**src/rtl/fifo_pkg.sv**
```systemverilog
// Shared helpers for the parametrised FIFO family: depth legality and count width.
package fifo_pkg;

    function automatic bit is_pow2(input int unsigned value);
        return (value >= 2) && ((value & (value - 1)) == 0);
    endfunction

    function automatic int unsigned count_w(input int unsigned depth);
        return $clog2(depth) + 1;
    endfunction

endpackage

```
**src/rtl/fifo_mem_2p.sv**
```systemverilog
// Simple dual-port register array: one write port, one synchronous read port, no reset.
module fifo_mem_2p #(
    parameter int unsigned DATA_W = 8,
    parameter int unsigned DEPTH  = 8,
    localparam int unsigned AW    = $clog2(DEPTH)
) (
    input  logic              clk_i,
    input  logic              wr_en_i,
    input  logic [AW-1:0]     wr_addr_i,
    input  logic [DATA_W-1:0] wr_data_i,
    input  logic              rd_en_i,
    input  logic [AW-1:0]     rd_addr_i,
    output logic [DATA_W-1:0] rd_data_o
);

    logic [DATA_W-1:0] r_mem [DEPTH];
    logic [DATA_W-1:0] r_rd_data;

    always_ff @(posedge clk_i) begin
        if (wr_en_i) begin
            r_mem[wr_addr_i] <= wr_data_i;
        end
    end

    // Read register holds its value between accepted reads.
    always_ff @(posedge clk_i) begin
        if (rd_en_i) begin
            r_rd_data <= r_mem[rd_addr_i];
        end
    end

    assign rd_data_o = r_rd_data;

endmodule

```
**src/rtl/sync_fifo_param.sv**
```systemverilog
// Parametrised single-clock FIFO with registered read data, thresholds, occupancy count,
// sticky overflow/underflow flags and a synchronous flush.
module sync_fifo_param
    import fifo_pkg::*;
#(
    parameter int unsigned DATA_W    = 8,
    parameter int unsigned DEPTH     = 8,
    parameter int unsigned AF_THRESH = 6,
    parameter int unsigned AE_THRESH = 2,
    localparam int unsigned AW       = $clog2(DEPTH)
) (
    input  logic              clk_i,
    input  logic              reset_i,
    input  logic              clr_i,
    input  logic              wr_en_i,
    input  logic [DATA_W-1:0] wr_data_i,
    input  logic              rd_en_i,
    output logic [DATA_W-1:0] rd_data_o,
    output logic              rd_valid_o,
    output logic              full_o,
    output logic              empty_o,
    output logic              almost_full_o,
    output logic              almost_empty_o,
    output logic [AW:0]       count_o,
    output logic              overflow_o,
    output logic              underflow_o
);

    localparam int unsigned CW = count_w(DEPTH);
    localparam logic [AW:0] DepthC = CW'(DEPTH);
    localparam logic [AW:0] AfC    = CW'(AF_THRESH);
    localparam logic [AW:0] AeC    = CW'(AE_THRESH);

    if (!is_pow2(DEPTH)) begin : g_depth_check
        $error("sync_fifo_param: DEPTH must be a power of 2 and >= 2");
    end

    logic [AW-1:0]     r_wr_ptr, w_wr_ptr_d;
    logic [AW-1:0]     r_rd_ptr, w_rd_ptr_d;
    logic [AW:0]       r_count, w_count_d;
    logic              r_rd_valid, w_rd_valid_d;
    logic              r_overflow, w_overflow_d;
    logic              r_underflow, w_underflow_d;
    logic              r_rd_primed;
    logic              w_wr_acc, w_rd_acc;
    logic              w_mem_wr, w_mem_rd;
    logic [DATA_W-1:0] w_mem_rdata;

    // Status decodes from registered state only.
    assign full_o         = (r_count == DepthC);
    assign empty_o        = (r_count == '0);
    assign almost_full_o  = (r_count >= AfC);
    assign almost_empty_o = (r_count <= AeC);
    assign count_o        = r_count;
    assign rd_valid_o     = r_rd_valid;
    assign overflow_o     = r_overflow;
    assign underflow_o    = r_underflow;

    // A read at full frees a slot, so the write may proceed; no fall-through when empty.
    assign w_rd_acc = rd_en_i & ~empty_o;
    assign w_wr_acc = wr_en_i & (~full_o | rd_en_i);
    assign w_mem_wr = w_wr_acc & ~clr_i;
    assign w_mem_rd = w_rd_acc & ~clr_i;

    always_comb begin
        w_wr_ptr_d    = r_wr_ptr;
        w_rd_ptr_d    = r_rd_ptr;
        w_count_d     = r_count;
        w_rd_valid_d  = 1'b0;
        w_overflow_d  = r_overflow;
        w_underflow_d = r_underflow;
        if (clr_i) begin
            w_wr_ptr_d    = '0;
            w_rd_ptr_d    = '0;
            w_count_d     = '0;
            w_overflow_d  = 1'b0;
            w_underflow_d = 1'b0;
        end else begin
            if (w_wr_acc) begin
                w_wr_ptr_d = r_wr_ptr + AW'(1);
            end
            if (w_rd_acc) begin
                w_rd_ptr_d   = r_rd_ptr + AW'(1);
                w_rd_valid_d = 1'b1;
            end
            case ({w_wr_acc, w_rd_acc})
                2'b10:   w_count_d = r_count + CW'(1);
                2'b01:   w_count_d = r_count - CW'(1);
                default: w_count_d = r_count;
            endcase
            if (wr_en_i & ~w_wr_acc) begin
                w_overflow_d = 1'b1;
            end
            if (rd_en_i & ~w_rd_acc) begin
                w_underflow_d = 1'b1;
            end
        end
    end

    always_ff @(posedge clk_i or negedge reset_i) begin
        if (!reset_i) begin
            r_wr_ptr    <= '0;
            r_rd_ptr    <= '0;
            r_count     <= '0;
            r_rd_valid  <= 1'b0;
            r_overflow  <= 1'b0;
            r_underflow <= 1'b0;
        end else begin
            r_wr_ptr    <= w_wr_ptr_d;
            r_rd_ptr    <= w_rd_ptr_d;
            r_count     <= w_count_d;
            r_rd_valid  <= w_rd_valid_d;
            r_overflow  <= w_overflow_d;
            r_underflow <= w_underflow_d;
        end
    end

    // The memory read register has no reset; mask it to zero until the first accepted read.
    always_ff @(posedge clk_i or negedge reset_i) begin
        if (!reset_i) begin
            r_rd_primed <= 1'b0;
        end else if (w_mem_rd) begin
            r_rd_primed <= 1'b1;
        end
    end

    assign rd_data_o = r_rd_primed ? w_mem_rdata : '0;

    fifo_mem_2p #(
        .DATA_W (DATA_W),
        .DEPTH  (DEPTH)
    ) u_mem (
        .clk_i     (clk_i),
        .wr_en_i   (w_mem_wr),
        .wr_addr_i (r_wr_ptr),
        .wr_data_i (wr_data_i),
        .rd_en_i   (w_mem_rd),
        .rd_addr_i (r_rd_ptr),
        .rd_data_o (w_mem_rdata)
    );

endmodule

```
**config.mk**
```make
export PLATFORM = sky130hd
export DESIGN_NAME = sync_fifo_param
export DESIGN_NICKNAME = d
export VERILOG_FILES = /design/src/rtl/fifo_pkg.sv /design/src/rtl/fifo_mem_2p.sv /design/src/rtl/sync_fifo_param.sv
export SDC_FILE = /design/constraint.sdc
export NUM_CORES = 1
export LEC_CHECK = 0
export ABC_AREA = 1
export CORE_ASPECT_RATIO = 2
export CORE_UTILIZATION = 55
export CTS_BUF_LIST = sky130_fd_sc_hd__clkbuf_8
export CTS_CLUSTER_SIZE = 14
export DETAILED_ROUTE_END_ITERATION = 7
export PLACE_DENSITY = 0.77
export SLEW_MARGIN = 20
export SYNTH_ARGS = -nofsm -noshare
export SYNTH_HDL_FRONTEND = slang
export SYNTH_SLANG_ARGS = --single-unit
```
**constraint.sdc**
```tcl
create_clock -name clk_i -period 3.38 [get_ports clk_i]
set_clock_uncertainty 0.1 [all_clocks]
set_input_delay 0.676 -clock clk_i [delete_from_list [all_inputs] [get_ports clk_i]]
set_output_delay 0.676 -clock clk_i [all_outputs]
set_load 0.02 [all_outputs]
```
==> results.md, run 1 <==
- Post-synth EDFFs: 72
- Critical Path RT: 2.60 ns
- Die X: 59.52 µm
- Fin. Hold Viols: 0
- CTS H-tree depth: 3
- CTS tree: built
- IO Pins: 32
- Min Tclk post-route: 2.639 ns
- Cell with the most instances after synthesis: edfxtp_1
- ANT nets after route: 0
- Maximum vdd drop: 0.5594 mV
- Vias in the first global route: 2446
- Yosys top cell area share: 59.40%
- Largest net degree at the start of global routing: 35
- Leakage power: 1.625 nW
- Yosys Warn Count: 0
- Layout cells sized above 1: 9.270%
- Via density: 5.568
- Antenna cells: 0
- Ys async rst share: 16.28%
- Top cells by area, synth: edfxtp_1 59%, dfrtp_1 9.6%, nor2_1 6.4%, nand2_1 6.0%, o32ai_1 3.9%
- Post-cts resize count: 0
- Final setup fails: 0
- Worst Max-Slew Pin Slew: 0.9996 ns
- Pre-CTS WS: 0.5223 ns
- Final core utilization: 66.74%
- Register area: 2512 µm²
- Count of input and output buffers: 31
- Rel. slew slack: 33.36%
- Fmax: 378.9 MHz
- Vias: 2461
- Worst-Skew Late Latency: 0.36 ns
- Area grow syn2layout: 16.64%
- Synthesized area: 3640 µm²
- Core area: 6361 µm²
- Worst-path clk slew: 0.08 ns
- WL/cell: 17.92 µm
- Post-CTS Setup Repair Bufs: 0
- P per Cell Area: 729.1 nW/µm²
- Clk sinks: 86
- #FFs+latches synth: 86
- RSZ-0062 raised after global routing: false
- Max Slew Vio Count: 0
- Largest area contributor in the netlist: edfxtp_1
- Cells after Synth: 318
- Setup TNS: 0 ns
- Antenna violations before repair: 0
- Hold path cells: 1
- Bufs on Longest Clock Path: 2
- DRC Markers: 0
- Yosys cell types: 26
- Worst Reg-to-Reg Cells: 6
- Gpl congestion: 0.8468
- Multi-input logic area: 967.2 µm²
- Filler Cells Inserted: 518
- Synthesized area per cell: 11.45 µm²
- Clk root buf: clkbuf_8
- Worst-path maximum fanout: 6
- Net Count, Synth: 335
- Final worst-path cycle share: 78.08%
- Initial Util: 57.22%
- Top cells by count, synth: 72 x edfxtp_1, 62 x nor2_1, 58 x nand2_1
- Crit end category: output port
- Maxcap violations: 0
- First-pass iteration count of the detailed router: 5
- Dpl hpwl: 5891 µm
- CTS Buf Count: 9
- Final net count: 368
- Status: finished, final reports clean
- Die ar.: 6967 µm²
- Routed wire length: 7919 µm
- WS Path Type: reg -> out
- DRT iter0 DRCs: 108
- Sequential fraction of the synthesis area: 69.03%
- Post-CTS Hold Fix Bufs: 0
- Row count: 41
- GRT Util Overall: 26.23%
- Critical Path Start Type: flop
- Top_reg_cell synth: edfxtp_1
- Worst min path class: reg -> reg
- First-pass GRT wire length: 12280 µm
- WP data arrival: 1.86 ns
- Die height: 117.0 µm
- Total global routing overflow: 0
- Setup ws final: 0.7410 ns
## cell families (layout without fill, tap and decap cells)
logic type / count (synthesis) / after routing / share of synthesized area (%)
compound gates: 45 / 45 / 8.353
xor+xnor: 1 / 1 / 0.2407
fa+ha+maj: 4 / 4 / 1.375
buf+inv: 41 / 79 / 4.400
flops: 86 / 86 / 69.03
simple gates: 141 / 141 / 16.60
## critical path, stage by stage (launching register included)
cell and delay, ns:
dfrtp_1 0.49, inv_1 0.12, nor4_1 0.24, clkdlybuf4s50_1 0.65
## registers in the layout (all words and copies together) (netlist names)
register and flops:
r_wr_ptr 3, r_rd_primed 1, underflow_o 1, count_o 4, u_mem.rd_data_o 8, overflow_o 1
r_rd_ptr 3, rd_valid_o 1, u_mem.r_mem 64
## path summary, 6_finish.rpt
path                                              start                     endpoint  slack, ns
worst max-delay path             count_o[3]$_DFFE_PN0P_                       full_o       0.74
worst min-delay path            underflow_o$_DFFE_PN0P_      underflow_o$_DFFE_PN0P_       0.41
worst max register to register   count_o[2]$_DFFE_PN0P_  u_mem.r_mem[0][3]$_DFFE_PP_       1.30
worst min register to register  underflow_o$_DFFE_PN0P_      underflow_o$_DFFE_PN0P_       0.41
max in group asynchronous                       reset_i      r_wr_ptr[1]$_DFFE_PN0P_       2.09
min in group asynchronous                       reset_i       count_o[3]$_DFFE_PN0P_       0.64
## layer usage
metal / global-route usage, % / wire length, µm
met5: 0 / 0
met4: 16.90 / 323
met3: 5.385 / 328
met2: 48.76 / 4664
met1: 24.85 / 2602
## layout by cell type, fill, tap and decap left out, types with 4 or more instances in the layout
cell type         n
o32ai_1          16
inv_2             6
clkbuf_8         10
nand3_1           5
ha_1              4
nand2_1          58
edfxtp_1         72
clkdlybuf4s50_1  31
nor2_1           62
inv_1            26
dfrtp_1          14
o21ai_1          24
## power breakdown
| part | switching (mW) | internal (mW) | leakage [nW] |
|---|---|---|---|
| logic | 0.641 | 0.368 | 0.672 |
| registers | 0.0808 | 1.25 | 0.836 |
| clock network | 0.332 | 0.428 | 0.116 |
## metrics by stage
stage / instances / hold WS (ns) / instance area (µm²) / total power [mW]
after global placement: 426 / 0.3849 / 4029 / 2.340
after detailed placement: 426 / 0.3917 / 4029 / 2.357
after global routing: 442 / 0.4257 / 4245 / 3.243
after CTS: 442 / 0.4136 / 4245 / 3.107
final: 442 / 0.4059 / 4245 / 3.095
after floorplan: 318 / 0.2804 / 3640 / 1.990
## final cells by class
| cell class | instances | share of cell area [%] |
|---|---|---|
| Inverter | 29 | 2.564 |
| Multi-Input combinational cell | 191 | 22.78 |
| Tap cell | 86 | 2.535 |
| Sequential cell | 86 | 59.18 |
| Timing Repair Buffer | 34 | 7.840 |
| Clock buffer | 10 | 3.242 |
| Clock inverter | 6 | 1.857 |
(Power assumes the default switching activity.)
==> inputs of run 2 (changes only) <==
==> constraint.sdc (replaced) <==
create_clock -name clk_i -period 2.58 [get_ports clk_i]
set_clock_uncertainty 0.1 [all_clocks]
set_input_delay 0.516 -clock clk_i [delete_from_list [all_inputs] [get_ports clk_i]]
set_output_delay 0.516 -clock clk_i [all_outputs]
set_load 0.02 [all_outputs]
==> run 2 against run 1 <==
Effect of this change:
- power increased by 28%
- non-clock buffer count grew 8
- critical path depth stayed put
- largest power group unchanged
- final cell count grew 1.8%
- via count about the same
- final area is 0.77% higher
==> results.md, run 2 (synthesis gave the netlist of run 1 again) <==
- Hold Path Sink: underflow_o$_DFFE_PN0P_
- Crit path max-delay family: buffers and inverters
- Count of input and output buffers: 31 (unchanged)
- Final setup fails: 0 (unchanged)
- Status: finished, final reports clean
- Reg-to-reg startpoint: count_o[0]$_DFFE_PN0P_
- R2r setup slk: 0.60 ns (-0.70 ns)
- Worst Reg-to-Reg Cells: 11 (+5)
- Total global routing overflow: 0 (unchanged)
- Vias: 2462 (+0.041%)
- DRC Markers: 0 (unchanged)
- Commonest non-fill, non-tap cell in the layout: edfxtp_1
- Layout Cells excl Fill: 450 (+1.8%)
- Worst-path maximum fanout: 6 (unchanged)
- Rel. slew slack: 52.22% (+19 points)
- Commonest cells after routing, fill and taps aside: 72 x edfxtp_1, 62 x nor2_1, 58 x nand2_1
- Number of flip-flops under the largest register name: 64 (unchanged)
- Gpl congestion: 0.8476 (about the same)
- Largest net degree at the start of global routing: 35 (unchanged)
- First-pass iteration count of the detailed router: 4 (-1)
- Antenna cells: 0 (unchanged)
- Leakage power: 1.648 nW (+1.4%)
- Worst-Skew Late Latency: 0.35 ns (about the same)
- Setup ws final: 0.08975 ns (-0.6512 ns)
- Core area: 6361 µm² (unchanged)
- Worst Max-Slew Pin Slew: 0.7145 ns (-0.2852 ns)
- CTS tree: built
- Hold path cells: 1 (unchanged)
- RSZ-0062 raised after global routing: false
- Dpl hpwl: 5948 µm (+0.97%)
- Maximum vdd drop: 0.7097 mV (+27%)
- Pre-CTS WS: 0.1768 ns (-0.3455 ns)
- DRT iter0 DRCs: 144 (+33%)
- Max Slew Vio Count: 0 (unchanged)
- Register name with the most flops: u_mem.r_mem
- Worst path max stage delay: 0.66 ns (about the same)
- Filler Cells Inserted: 513 (-0.97%)
- Fmax: 401.6 MHz
- Antenna violations before repair: 0 (unchanged)
- CTS H-tree depth: 3 (unchanged)
- Post-cts resize count: 0 (unchanged)
- Post-CTS Setup Repair Bufs: 0 (unchanged)
- Die ar.: 6967 µm² (unchanged)
- Clk sinks: 86 (unchanged)
- ANT nets after route: 0 (unchanged)
- Critical Path Start Type: flop
- Worst Hold Launch: underflow_o$_DFFE_PN0P_
- Worst setup path startpoint: count_o[3]$_DFFE_PN0P_
- Via density: 5.471 (-1.7%)
- Worst-path clk slew: 0.08 ns (about the same)
- Layout cells sized above 1: 11.81% (+2.5 points)
- Clk root buf: clkbuf_8
- First-pass GRT wire length: 12590 µm (+2.5%)
- Crit end category: output port
- Initial Util: 57.22% (unchanged)
- Row count: 41 (unchanged)
- Final net count: 376 (+2.2%)
- Worst min path class: reg -> reg
- Final worst-path cycle share: 96.52%
- Routed wire length: 8012 µm (+1.2%)
- Post-CTS Hold Fix Bufs: 0 (unchanged)
- R2R Path End: count_o[3]$_DFFE_PN0P_
- Min Tclk post-route: 2.490 ns
- Bufs on Longest Clock Path: 2 (unchanged)
- Die height: 117.0 µm (unchanged)
- Vias in the first global route: 2535 (+3.6%)
- WL/cell: 17.80 µm (-0.62%)
- Fin. Hold Viols: 0 (unchanged)
- Critical path, cell by cell: inv_1 > nor4_1 > clkdlybuf4s50_1
- Hold WS: 0.4049 ns (-0.001000 ns)
- Dpl cells: 434 (+1.9%)
- Area grow syn2layout: 17.53%
- Setup TNS: 0 ns (unchanged)
- Maxcap violations: 0 (unchanged)
- GRT Util Overall: 26.35% (+0.12 points)
- WS Path Type: reg -> out
- Die X: 59.52 µm (unchanged)
- IO Pins: 32 (unchanged)
- Critical Path Slowest Stage Cell: clkdlybuf4s50_1
- CTS Buf Count: 9 (unchanged)
- P per Cell Area: 926.0 nW/µm² (+27%)
- Critical Path RT: 1.96 ns (-0.64 ns)
- WP data arrival: 1.87 ns (about the same)
- CP Buf/Inv Count: 2 (unchanged)
-- run 2: worst max-delay path by stage --
| stage | depth (start not counted) | slack [ns] | end |
|---|---|---|---|
| 2_1_floorplan | 2 | 0.65 | full_o |
| 3_3_place_gp | 8 | 0.21 | u_mem.r_mem[3][4]$_DFFE_PP_ |
| 3_5_place_dp | 8 | 0.18 | u_mem.r_mem[3][1]$_DFFE_PP_ |
| 4_1_cts | 3 | 0.07 | full_o |
| 5_1_grt | 3 | 0.0003 | full_o |
| 6_report | 3 | 0.09 | full_o |
-- run 2: layout make-up --
cell class | instances | area, µm² | share of cell area [%]
sequential | 86 | 2512 | 58.73
multi-input combinational | 191 | 967.2 | 22.61
inverter | 29 | 108.9 | 2.545
clock inverter | 7 | 65.06 | 1.521
timing repair buffer | 42 | 392.9 | 9.184
clock buffer | 9 | 123.9 | 2.896
tap | 86 | 107.6 | 2.515
-- run 2: power breakdown --
part	leakage, nW	internal [mW]	total, mW	switching (mW)
clock	0.0964	0.440	0.895	0.455
combinational	0.715	0.489	1.35	0.866
sequential	0.836	1.63	1.71	0.0791
total	1.65	2.56	3.96	1.40
-- run 2: per-layer routing --
| layer | track usage, % | wire length [µm] | vias up |
|---|---|---|---|
| met2 | 48.01 | 4678 | 84 |
| met4 | 15.35 | 209 | 0 |
| met3 | 4.945 | 381 | 12 |
| li1 | - | - | 1179 |
| met5 | 0 | 0 | - |
| met1 | 27.09 | 2743 | 1187 |
-- run 2: through the flow --
stage / power [mW] / utilization [%] / cell area [µm²]
floorplan: 2.607 / - / 3640
global placement: 3.067 / 64.28 / 4089
detailed placement: 3.094 / 64.28 / 4089
CTS: 3.980 / 67.25 / 4278
global route: 4.174 / 67.25 / 4278
finish: 3.961 / 67.25 / 4278
-- run 2: worst reg2reg max path, stage by stage, from the launching register on --
cell and delay, ns:
dfrtp_1 0.46, nor2_2 0.25, nand2_4 0.12, nand3_4 0.13
inv_2 0.04, ha_1 0.32, nand2_1 0.06, nand3b_1 0.17
nand2_1 0.07, nand2_1 0.04, nand3_1 0.06, nand2_1 0.05
==> inputs of run 3 (changes only) <==
--- a/config.mk
+++ b/config.mk
@@ -11,6 +11,7 @@
 export CTS_BUF_LIST = sky130_fd_sc_hd__clkbuf_8
 export CTS_CLUSTER_SIZE = 14
 export DETAILED_ROUTE_END_ITERATION = 7
+export GPL_ROUTABILITY_DRIVEN = 0
 export PLACE_DENSITY = 0.77
 export SLEW_MARGIN = 20
 export SYNTH_ARGS = -nofsm -noshare
==> run 3 against run 2 <==
Effect of this change:
- first-iteration DRC count down 2.8%
- non-clock buffer count unchanged
- sequential power about the same
- setup slack better by 0.039 ns
- via count up 0.57%
- die area unchanged
- utilization up 0.53 points
- final area up 0.79%
- sequential share of layout area down 0.46 points
- power up 3.3%
- critical path type unchanged
- clock power up 14%
- combinational power about the same
==> results.md, run 3 (synthesis gave the netlist of run 1 again) <==
- Status: finished, final reports clean
- Dpl hpwl: 5714 µm (-3.9%)
- Clk sinks: 86 (unchanged)
- Layout cells sized above 1: 12.09% (+0.27 points)
- Worst Max-Slew Pin Slew: 0.6937 ns (-0.02072 ns)
- ANT nets after route: 0 (unchanged)
- Largest net degree at the start of global routing: 35 (unchanged)
- DRT iter0 DRCs: 140 (-2.8%)
- First-pass GRT wire length: 12390 µm (-1.6%)
- Maximum vdd drop: 0.6935 mV (-2.3%)
- WS Path Type: reg -> out
- Dpl cells: 434 (unchanged)
- DRC Markers: 0 (unchanged)
- RSZ-0062 raised after global routing: false
- Worst min path class: reg -> reg
- Vias in the first global route: 2472 (-2.5%)
- Final core utilization: 67.78% (+0.53 points)
- Row count: 41 (unchanged)
- R2r setup slk: 0.61 ns (about the same)
- WL/cell: 17.56 µm (-1.4%)
- Commonest non-fill, non-tap cell in the layout: edfxtp_1
- Fmax: 408.0 MHz (+1.6%)
- Hold path cells: 1 (unchanged)
- Fin. Hold Viols: 0 (unchanged)
- Rel. slew slack: 53.61% (+1.4 points)
- Bufs on Longest Clock Path: 2 (unchanged)
- Maxcap violations: 0 (unchanged)
- Clk root buf: clkbuf_8
- Count of input and output buffers: 31 (unchanged)
- Area grow syn2layout: 18.46%
- Total global routing overflow: 0 (unchanged)
- Register name with the most flops: u_mem.r_mem
- Worst Reg-to-Reg Cells: 11 (unchanged)
- Post-CTS Setup Repair Bufs: 0 (unchanged)
- Crit end category: output port
- R2R Path End: count_o[3]$_DFFE_PN0P_
- Post-cts resize count: 0 (unchanged)
- Routed wire length: 7900 µm (-1.4%)
- Commonest cells after routing, fill and taps aside: 72 x edfxtp_1, 62 x nor2_1, 58 x nand2_1
- Final setup fails: 0 (unchanged)
- Antenna cells: 0 (unchanged)
- Filler Cells Inserted: 488 (-4.9%)
- Die ar.: 6967 µm² (unchanged)
- Post-CTS Hold Fix Bufs: 0 (unchanged)
- Reg-to-reg startpoint: count_o[0]$_DFFE_PN0P_
- Die height: 117.0 µm (unchanged)
- Core area: 6361 µm² (unchanged)
- GRT Util Overall: 26.14% (-0.21 points)
- Layout Cells excl Fill: 450 (unchanged)
- Via density: 5.502 (+0.57%)
- P per Cell Area: 949.4 nW/µm² (+2.5%)
- Number of flip-flops under the largest register name: 64 (unchanged)
- Hold Path Sink: overflow_o$_DFFE_PN0P_
- Setup TNS: 0 ns (unchanged)
- Critical Path RT: 1.96 ns (about the same)
- Worst Hold Launch: overflow_o$_DFFE_PN0P_
- IO Pins: 32 (unchanged)
- Antenna violations before repair: 0 (unchanged)
- Min Tclk post-route: 2.451 ns (-0.03904 ns)
- Worst-Skew Late Latency: 0.36 ns (about the same)
- Critical Path Start Type: flop
- Leakage power: 1.660 nW (+0.72%)
- CTS H-tree depth: 3 (unchanged)
- Die X: 59.52 µm (unchanged)
- Max Slew Vio Count: 0 (unchanged)
- Worst-path clk slew: 0.08 ns (about the same)
- First-pass iteration count of the detailed router: 4 (unchanged)
- Worst-path maximum fanout: 6 (unchanged)
- Final worst-path cycle share: 95.01% (-1.5 points)
- CTS tree: built
- Final net count: 376 (unchanged)
- WP data arrival: 1.84 ns (-0.03 ns)
- CTS Buf Count: 9 (unchanged)
- Initial Util: 57.22% (unchanged)
- Vias: 2476 (+0.57%)
[run 3: worst max path at each step]
stage | from | to | slack (ns) | cells after the start
floorplan | count_o[3]$_DFFE_PN0P_ | full_o | 0.65 | 2
global placement | rd_en_i | u_mem.r_mem[3][0]$_DFFE_PP_ | 0.23 | 8
detailed placement | rd_en_i | u_mem.r_mem[2][1]$_DFFE_PP_ | 0.14 | 8
CTS | count_o[3]$_DFFE_PN0P_ | full_o | 0.11 | 3
global route | count_o[3]$_DFFE_PN0P_ | full_o | 0.02 | 3
finish | count_o[3]$_DFFE_PN0P_ | full_o | 0.13 | 3
[run 3: metal layers]
layer | track usage [%] | vias to the layer above | part of all wire [%]
li1 | - | 1177 | -
met1 | 26.55 | 1177 | 34
met2 | 47.19 | 104 | 56
met3 | 5.604 | 18 | 7.0
met4 | 15.81 | 0 | 3.1
met5 | 0 | - | 0
[run 3: worst max-delay path: stages, from the launching register on]
cell and delay [ns]:
dfrtp_1 0.48, inv_1 0.12, nor4_1 0.23, clkdlybuf4s50_1 0.65
[run 3: layout make-up]
type                            instances  area (µm²)  share of cell area [%]
Sequential cell                        86        2512                   58.27
Multi-Input combinational cell        191       967.2                   22.43
Timing Repair Buffer                   42       392.9                   9.112
Clock buffer                           10       137.6                   3.192
Inverter                               29       108.9                   2.525
Tap cell                               86       107.6                   2.496
Clock inverter                          6       85.08                   1.973
[run 3: through the flow]
| step | hold slack, ns | total power, mW | instance area [µm²] | setup WS (ns) |
|---|---|---|---|---|
| after detailed placement | 0.3791 | 3.095 | 4089 | 0.1433 |
| final | 0.3927 | 4.094 | 4312 | 0.1288 |
| after CTS | 0.3979 | 4.119 | 4312 | 0.1065 |
| after global routing | 0.4252 | 4.286 | 4312 | 0.02440 |
| after global placement | 0.3817 | 3.063 | 4089 | 0.2271 |
| after floorplan | 0.1204 | 2.607 | 3640 | 0.6457 |
[run 3: power breakdown]
part	total [mW]	internal (mW)	switching, mW
clock	1.02	0.567	0.457
sequential	1.71	1.63	0.0765
combinational	1.36	0.489	0.872
